File: src/rtl/ro_reg_bank_if.sv
// ro_reg_bank_if: status sampling and software read port of the read-only register bank.
// Master drives status words, snapshot strobe and read requests; slave returns
// read data, per-channel change flags and the level interrupt.
interface ro_reg_bank_if #(
    parameter int unsigned DATA_WIDTH = 32,
    parameter int unsigned NUM_CH     = 4,
    parameter int unsigned ADDR_WIDTH = $clog2(NUM_CH)
);
    logic [NUM_CH*DATA_WIDTH-1:0] value_in;
    logic                         snap_req;
    logic                         rd_en;
    logic [ADDR_WIDTH-1:0]        rd_addr;
    logic [DATA_WIDTH-1:0]        rd_data;
    logic                         rd_valid;
    logic [NUM_CH-1:0]            chg;
    logic                         irq;

    modport master (
        output value_in,
        output snap_req,
        output rd_en,
        output rd_addr,
        input  rd_data,
        input  rd_valid,
        input  chg,
        input  irq
    );

    modport slave (
        input  value_in,
        input  snap_req,
        input  rd_en,
        input  rd_addr,
        output rd_data,
        output rd_valid,
        output chg,
        output irq
    );
endinterface

File: src/rtl/ro_reg_bank.sv
// ro_reg_bank: multi-channel read-only status register bank.
// Each channel is a live mirror or a sticky OR-accumulator (STICKY_MASK) with
// clear-on-read; per-channel change flags feed a level interrupt.
// Optional feature: define RO_REG_BANK_SNAPSHOT_EN to add an atomic snapshot
// array; reads then return the snapshot and snap_req becomes the clear event.
module ro_reg_bank #(
    parameter int unsigned       DATA_WIDTH  = 32,
    parameter int unsigned       NUM_CH      = 4,
    parameter int unsigned       ADDR_WIDTH  = $clog2(NUM_CH),
    parameter logic [NUM_CH-1:0] STICKY_MASK = '0
) (
    input  logic           clk,
    input  logic           rst,
    ro_reg_bank_if.slave   bus
);

    logic [DATA_WIDTH-1:0] vin_c     [NUM_CH];
    logic [DATA_WIDTH-1:0] v_q       [NUM_CH];
    logic [DATA_WIDTH-1:0] v_nxt_c   [NUM_CH];
    logic [NUM_CH-1:0]     chg_q;
    logic [NUM_CH-1:0]     chg_nxt_c;
    logic [NUM_CH-1:0]     clr_c;
    logic [DATA_WIDTH-1:0] rd_mux_c;
    logic [DATA_WIDTH-1:0] rd_data_q;
    logic                  rd_valid_q;

`ifdef RO_REG_BANK_SNAPSHOT_EN
    logic [DATA_WIDTH-1:0] snap_q    [NUM_CH];
`else
    logic                  unused_snap_req;
    assign unused_snap_req = bus.snap_req;
`endif

    // Split the flat status bus into per-channel words
    always_comb begin
        for (int i = 0; i < NUM_CH; i++) begin
            vin_c[i] = bus.value_in[i*DATA_WIDTH +: DATA_WIDTH];
        end
    end

    // Clear event per channel: snapshot strobe, or a read addressing that channel
    always_comb begin
        clr_c = '0;
        for (int i = 0; i < NUM_CH; i++) begin
`ifdef RO_REG_BANK_SNAPSHOT_EN
            clr_c[i] = bus.snap_req;
`else
            clr_c[i] = bus.rd_en && (bus.rd_addr == ADDR_WIDTH'(i));
`endif
        end
    end

    // Next value and change flag; a change in the clear cycle wins over the clear
    always_comb begin
        chg_nxt_c = '0;
        for (int i = 0; i < NUM_CH; i++) begin
            v_nxt_c[i] = vin_c[i];
            if (STICKY_MASK[i] && !clr_c[i]) begin
                v_nxt_c[i] = v_q[i] | vin_c[i];
            end
            chg_nxt_c[i] = (v_nxt_c[i] != v_q[i]) || (chg_q[i] && !clr_c[i]);
        end
    end

    // Read mux; an address with no matching channel yields zero
    always_comb begin
        rd_mux_c = '0;
        for (int i = 0; i < NUM_CH; i++) begin
            if (bus.rd_addr == ADDR_WIDTH'(i)) begin
`ifdef RO_REG_BANK_SNAPSHOT_EN
                rd_mux_c = snap_q[i];
`else
                rd_mux_c = v_q[i];
`endif
            end
        end
    end

    // Value registers and change flags
    always_ff @(posedge clk) begin
        if (rst) begin
            for (int i = 0; i < NUM_CH; i++) begin
                v_q[i] <= '0;
            end
            chg_q <= '0;
        end else begin
            for (int i = 0; i < NUM_CH; i++) begin
                v_q[i] <= v_nxt_c[i];
            end
            chg_q <= chg_nxt_c;
        end
    end

`ifdef RO_REG_BANK_SNAPSHOT_EN
    // Atomic capture of all value registers on the snapshot strobe
    always_ff @(posedge clk) begin
        if (rst) begin
            for (int i = 0; i < NUM_CH; i++) begin
                snap_q[i] <= '0;
            end
        end else if (bus.snap_req) begin
            for (int i = 0; i < NUM_CH; i++) begin
                snap_q[i] <= v_q[i];
            end
        end
    end
`endif

    // Registered read port: data holds until the next read, valid is a pulse
    always_ff @(posedge clk) begin
        if (rst) begin
            rd_data_q  <= '0;
            rd_valid_q <= 1'b0;
        end else begin
            rd_valid_q <= bus.rd_en;
            if (bus.rd_en) begin
                rd_data_q <= rd_mux_c;
            end
        end
    end

    assign bus.rd_data  = rd_data_q;
    assign bus.rd_valid = rd_valid_q;
    assign bus.chg      = chg_q;
    assign bus.irq      = |chg_q;

endmodule
File: src/flat_wrapper.sv
// flat-port wrapper written by rule: the top's interface ports become plain ports
module ro_reg_bank_flat 
#(
    parameter int unsigned       DATA_WIDTH  = 32,
    parameter int unsigned       NUM_CH      = 4,
    parameter int unsigned       ADDR_WIDTH  = $clog2(NUM_CH),
    parameter logic [NUM_CH-1:0] STICKY_MASK = '0
)
  (clk, rst, bus_value_in, bus_snap_req, bus_rd_en, bus_rd_addr, bus_rd_data, bus_rd_valid, bus_chg, bus_irq);
  ro_reg_bank_if #(.DATA_WIDTH(DATA_WIDTH), .NUM_CH(NUM_CH), .ADDR_WIDTH(ADDR_WIDTH)) bus_i ();
  input  logic clk;
  input  logic rst;
  input wire logic [$bits(bus_i.value_in)-1:0] bus_value_in;
  input wire logic [$bits(bus_i.snap_req)-1:0] bus_snap_req;
  input wire logic [$bits(bus_i.rd_en)-1:0] bus_rd_en;
  input wire logic [$bits(bus_i.rd_addr)-1:0] bus_rd_addr;
  output wire logic [$bits(bus_i.rd_data)-1:0] bus_rd_data;
  output wire logic [$bits(bus_i.rd_valid)-1:0] bus_rd_valid;
  output wire logic [$bits(bus_i.chg)-1:0] bus_chg;
  output wire logic [$bits(bus_i.irq)-1:0] bus_irq;
  assign bus_i.value_in = bus_value_in;
  assign bus_i.snap_req = bus_snap_req;
  assign bus_i.rd_en = bus_rd_en;
  assign bus_i.rd_addr = bus_rd_addr;
  assign bus_rd_data = bus_i.rd_data;
  assign bus_rd_valid = bus_i.rd_valid;
  assign bus_chg = bus_i.chg;
  assign bus_irq = bus_i.irq;
  ro_reg_bank #(.DATA_WIDTH(DATA_WIDTH), .NUM_CH(NUM_CH), .ADDR_WIDTH(ADDR_WIDTH), .STICKY_MASK(STICKY_MASK)) u_core (.clk(clk), .rst(rst), .bus(bus_i));
endmodule
File: config.mk
export PLATFORM = sky130hd
export DESIGN_NAME = ro_reg_bank_flat
export DESIGN_NICKNAME = d
export VERILOG_FILES = /design/src/rtl/ro_reg_bank_if.sv /design/src/rtl/ro_reg_bank.sv /design/src/flat_wrapper.sv
export SDC_FILE = /design/constraint.sdc
export NUM_CORES = 1
export LEC_CHECK = 0
export CAP_MARGIN = 10
export CORE_MARGIN = 5
export CORE_UTILIZATION = 30
export DETAILED_ROUTE_END_ITERATION = 8
export PLACE_DENSITY_LB_ADDON = 0.12
export RECOVER_POWER = 25
export SYNTH_ARGS = -nofsm -noshare
export SYNTH_HDL_FRONTEND = slang
export SYNTH_SLANG_ARGS = --single-unit
File: constraint.sdc
create_clock -name clk -period 1.5 [get_ports clk]
set_clock_uncertainty 0.15 [all_clocks]
set_input_delay 0.3 -clock clk [delete_from_list [all_inputs] [get_ports clk]]
set_output_delay 0.3 -clock clk [all_outputs]
set_load 0.01 [all_outputs]
# ---- Word level (Yosys, flattened, before mapping)
# Memory sizes are Yosys's and may differ from the RTL's.
# Cells that the tools add are included.
dict set report op_classes {
  bitwise 4
  n_addsub 0
  multipliers 0
  eq_ne 7
  div_mod_pow 0
  n_shift 0
  muxes 11
  n_reduce_logical 18
  n_lt_le_gt_ge 0
}
# operator count
set op_table {}
lappend op_table {{32-bit 2-to-1 mux} 8}
lappend op_table {{32-bit inequality test} 4}
lappend op_table {{1-bit logical AND} 8}
lappend op_table {{2-bit equality test, second input constant} 2}
lappend op_table {{1-bit zero test} 4}
lappend op_table {{1-bit logical OR} 4}
lappend op_table {{1-bit bitwise OR} 4}
lappend op_table {{4-bit OR reduction} 1}
lappend op_table {{1-bit 2-to-1 mux} 3}
lappend op_table {{2-bit by 1-bit equality test with 1-bit output, second input constant} 1}
lappend op_table {{2-bit zero test} 1}
dict set report totals {
  word_cells 44
  mem_bits_rw 128
  latchBits 0
  memories 1
  output_inout_bits 38
  inputBits 134
  romBits 0
  register_bits 37
}
# name depth word_bits read_ports rd_clocked_by_memory_dff write_ports line
set memory_table {}
lappend memory_table {u_core.v_q 4 32 4 0 4 ro_reg_bank.sv:18} ;# logic [DATA_WIDTH-1:0] v_q [NUM_CH];

# ---- Longest topological paths before layout
dict set report logic_depth {
  word_depth 5
  depth_mapped 5
  depth_no_buf 4
}

# ---- Worst setup path after synthesis
# No wires, ideal clock.
dict set report synth_timing {
  path_type {input -> register}
  from {input bus_rd_addr[0]}
  to {register u_core.rd_data_q[0] (netlist: u_core.bus.rd_data[0])}
  stages 5
  setup_slack_ns -0.034
  arrival_time_ns 1.256
  setup_time_ns 0.128
  required_time_ns 1.222
  n_path_buf 2
  cell_sequence {buf_6 > buf_6 > mux4_2 > mux2i_1 > nor2_1}
}
dict set report synth_via {
  elab_chain_len 5
  word_cells_on_any_way 8
  classes_between {3 x eq/ne; 4 x mux; 1 x reduce/logical}
}
# element line
set synth_lines {}
lappend synth_lines {{start: declaration} flat_wrapper.sv:16} ;# input wire logic [$bits(bus_i.rd_addr)-1:0] bus_rd_addr;
lappend synth_lines {{2-bit zero test} ro_reg_bank.sv:69} ;# if (bus.rd_addr == ADDR_WIDTH'(i)) begin
lappend synth_lines {{32-bit 2-to-1 mux (3 in a row)} ro_reg_bank.sv:69}
lappend synth_lines {{32-bit 2-to-1 mux *} ro_reg_bank.sv:69}
lappend synth_lines {{end signal: assignment} ro_reg_bank.sv:117} ;# rd_data_q <= rd_mux_c;
lappend synth_lines {{end: declaration} ro_reg_bank.sv:24} ;# logic [DATA_WIDTH-1:0] rd_data_q;
# Every way passes the cells marked *; elsewhere a longest branch is shown, timed or not.
# A chain may end at the register's enable or synchronous reset.

# ---- Worst setup path after layout
dict set report layout_timing {
  from {register u_core.chg_q[2] (netlist: u_core.bus.chg[2])}
  to {output bus_irq}
}
dict set report layout_via {
  elab_chain_len 1
}
# element line
set layout_lines {}
lappend layout_lines {{start: declaration} ro_reg_bank.sv:20} ;# logic [NUM_CH-1:0] chg_q;
lappend layout_lines {{start signal: assignment} ro_reg_bank.sv:90} ;# chg_q <= chg_nxt_c;
lappend layout_lines {{4-bit OR reduction} ro_reg_bank.sv:125} ;# assign bus.irq = |chg_q;
lappend layout_lines {{end: declaration} flat_wrapper.sv:20} ;# output wire logic [$bits(bus_i.irq)-1:0] bus_irq;
# No other way between the ends.

==> flow_summary.ini <==
[status]
status = finished, violations left
violations = negative setup slack

[logic_synthesis]
synth-simple-area-share = 0.175
synth_top_area_share = 0.479
ys.flop_type = dfxtp_1
syn-cell-area_um2 = 6900
synth_xor_area_frac = 0.162
synth.area.mux_share = 0.153
synth-compound-area-share = 0.00689
yosysWarnings = 0
synth_cells = 601
ys_seq_area_frac = 0.479
yosysUniqueCellTypes = 24
synthAdderAreaFrac = 0
syn_area_per_cell_um2 = 11.5
synth_nets = 735
synth_edf_count = 0
synth_top_family_by_area = simple AND/OR/NAND/NOR gates
synthTopCellsByCount = dfxtp_1 (165), nor2b_1 (129), xnor2_1 (124), mux2i_1 (32), nor2_1 (32)
synth.most_common_cell = dfxtp_1
async_flop_share = 0
synth_area_leaders = dfxtp_1 (48%), xnor2_1 (16%), nor2b_1 (12%)
synth_top_area_cell = dfxtp_1
ys_ff_latch = 165

[timing]
fin_ws_ns = -0.393
min_period_ns = 1.89
rsz0062_at_grt = yes
fmax_mhz = 528
final_max_slew_viol_count = 0
fin_crit_sh = 1.26
tightest_slew_ns = 0.871
hold_viol_final = 0
hold_ws_ns = 0.0330
finalSetupViolations = 3
slew-limit-headroom = 0.419

[critical_path]
cp.arrival_ns = 1.44
endpoint_kind = primary output
startpoint = u_core.bus.chg[2]
crit_type = register to primary output
startpoint_type = register
r2r-start = u_core.v_q[0][3]
r2r_cells = 5
worstPathRequired_ns = 1.05
cp_max_fo = 2

[place]
hpwl_um = 18200
dpl_worst_slack_ns = -0.691
place_congestion = 0.803
portBuffers = 170

[floorplan]
ios = 172
num_rows = 55
die_width_um = 162
start_util = 0.305
die_area_um2 = 26100
die_h_um = 162
core_region_area_um2 = 22600

[drt]
vias = 5092
ant_nets = 0
drt_pass1_iterations = 4
drc = 0
drt_iter0_markers = 226
totalWireLength_um = 23100
via_per_inst = 4.62
drt-wirelength-per-cell_um = 20.9

[clocking]
cts_buffers = 17
cts-root-buf = clkbuf_16
clk_latency_ns = 0.43
cts_setup_buffers = 0
path_clk_slew_ns = 0.06
cts_max_level = 4
cts_sinks = 165
cts_tree = built
ctsHoldBuffers = 0
cts_buffer_depth = 2

[cells_and_area]
nets = 938
drive_above_1_share = 0.234
syn_to_final_growth_pct = 46.0
nFillCells = 2133
n_antenna_cell = 0

[grt]
grt_pass1_wl_um = 34000
gr-usage-all-layers = 0.177
grt_pass1_vias = 5535
antenna_found_initial = 0
grt_max_degree = 74
grt-ovfl-total = 0

[hold_path]
hold_depth = 2
hp-start = bus_value_in[95]
hold_path_class = input pin to register

[pwr]
p_per_area_nw_per_um2 = 1100
p_leak_nw = 3.91
peakVddDrop_mv = 0.624

[flow_run]
maxCapViolations = 0
[per-layer routing]
metal / GRT usage / part of all wire / routed length [um] / vias up
li1: - / - / - / 2431
met1: 0.242 / 0.47 / 10800 / 2509
met2: 0.287 / 0.47 / 10900 / 138
met3: 0.0419 / 0.051 / 1170 / 14
met4: 0.0369 / 0.010 / 235 / 0
met5: 0 / 0 / 0 / -
[where the power goes]
group / internal (W) / switching [W] / total, W
combinational: 0.00101 / 0.000744 / 0.00176
clock: 0.00265 / 0.00186 / 0.00451
sequential: 0.00463 / 0.000173 / 0.00480
total: 0.00829 / 0.00278 / 0.0111
[logic make-up (layout without fill, tap and decap cells)]
group | after synthesis | in the layout
AO/OA/AOI/OAI | 8 | 8
XOR/XNOR | 128 | 128
buffers and inverters | 30 | 246
flip-flops | 165 | 165
multiplexers | 64 | 64
AND/OR/NAND/NOR | 206 | 206
[path summary, 6_finish.rpt]
check	slack [ns]	to
hold reg to reg	0.35	u_core.bus.rd_data[13]
setup / recovery	-0.39	bus_irq
setup reg to reg	-0.02	u_core.bus.chg[0]
hold / removal	0.03	u_core.v_q[0][95]
[state kept, by name (all words and copies together) (netlist names)]
signal / cells
u_core.bus.rd_data: 32
u_core.bus.chg: 4
u_core.v_q: 128
u_core.bus.rd_valid: 1
[critical path, stage by stage (launching register included)]
cell     delay (ns)
dfxtp_2        0.32
or4_4          0.56
buf_6          0.14
[final cells by class]
| cell class | count | area, um^2 | area share |
|---|---|---|---|
| clock buffer | 18 | 429 | 0.0426 |
| clock inverter | 14 | 176 | 0.0175 |
| multi-input combinational | 406 | 3700 | 0.367 |
| timing repair buffer | 214 | 2080 | 0.207 |
| tap | 285 | 357 | 0.0354 |
| sequential | 165 | 3330 | 0.330 |
[what timing repair did]
item                       4_1_cts  5_1_grt
setup endpoints to repair       42       44
gates cloned                     0        0
pin swaps                       13       16
gates resized for setup        114       76
[cells in the final DEF (no fill, tap or decap), drive strengths merged, types with 3 or more instances in the layout]
cell / Yosys / final
dfxtp: 165 / 165
nor4: 5 / 5
clkbuf: 18 / 33
nor2: 32 / 32
dlymetal6s2s: 0 / 12
nor2b: 129 / 129
dlygate4sd2: 0 / 4
nor3: 4 / 4
xnor2: 124 / 124
clkinv: 0 / 6
xor2: 4 / 4
mux2i: 32 / 32
clkdlybuf4s15: 0 / 20
a31oi: 3 / 3
clkdlybuf4s50: 0 / 114
inv: 0 / 4
bufinv: 0 / 3
buf: 12 / 49
nand4: 31 / 31
mux4: 32 / 32
a21oi: 3 / 3
[stage by stage]
stage	cells	util	power (W)	TNS, ns	cell area [um^2]
after floorplan	601	-	0.00564	0	6920
after global placement	1073	0.408	0.00662	-14.96	9240
after detailed placement	1073	0.408	0.00663	-15.48	9240
after CTS	1103	0.439	0.0112	-0.410	9930
after global routing	1102	0.445	0.0115	-0.644	10100
final	1102	0.445	0.0111	-0.425	10100
Power figures use the tool's default switching activity.
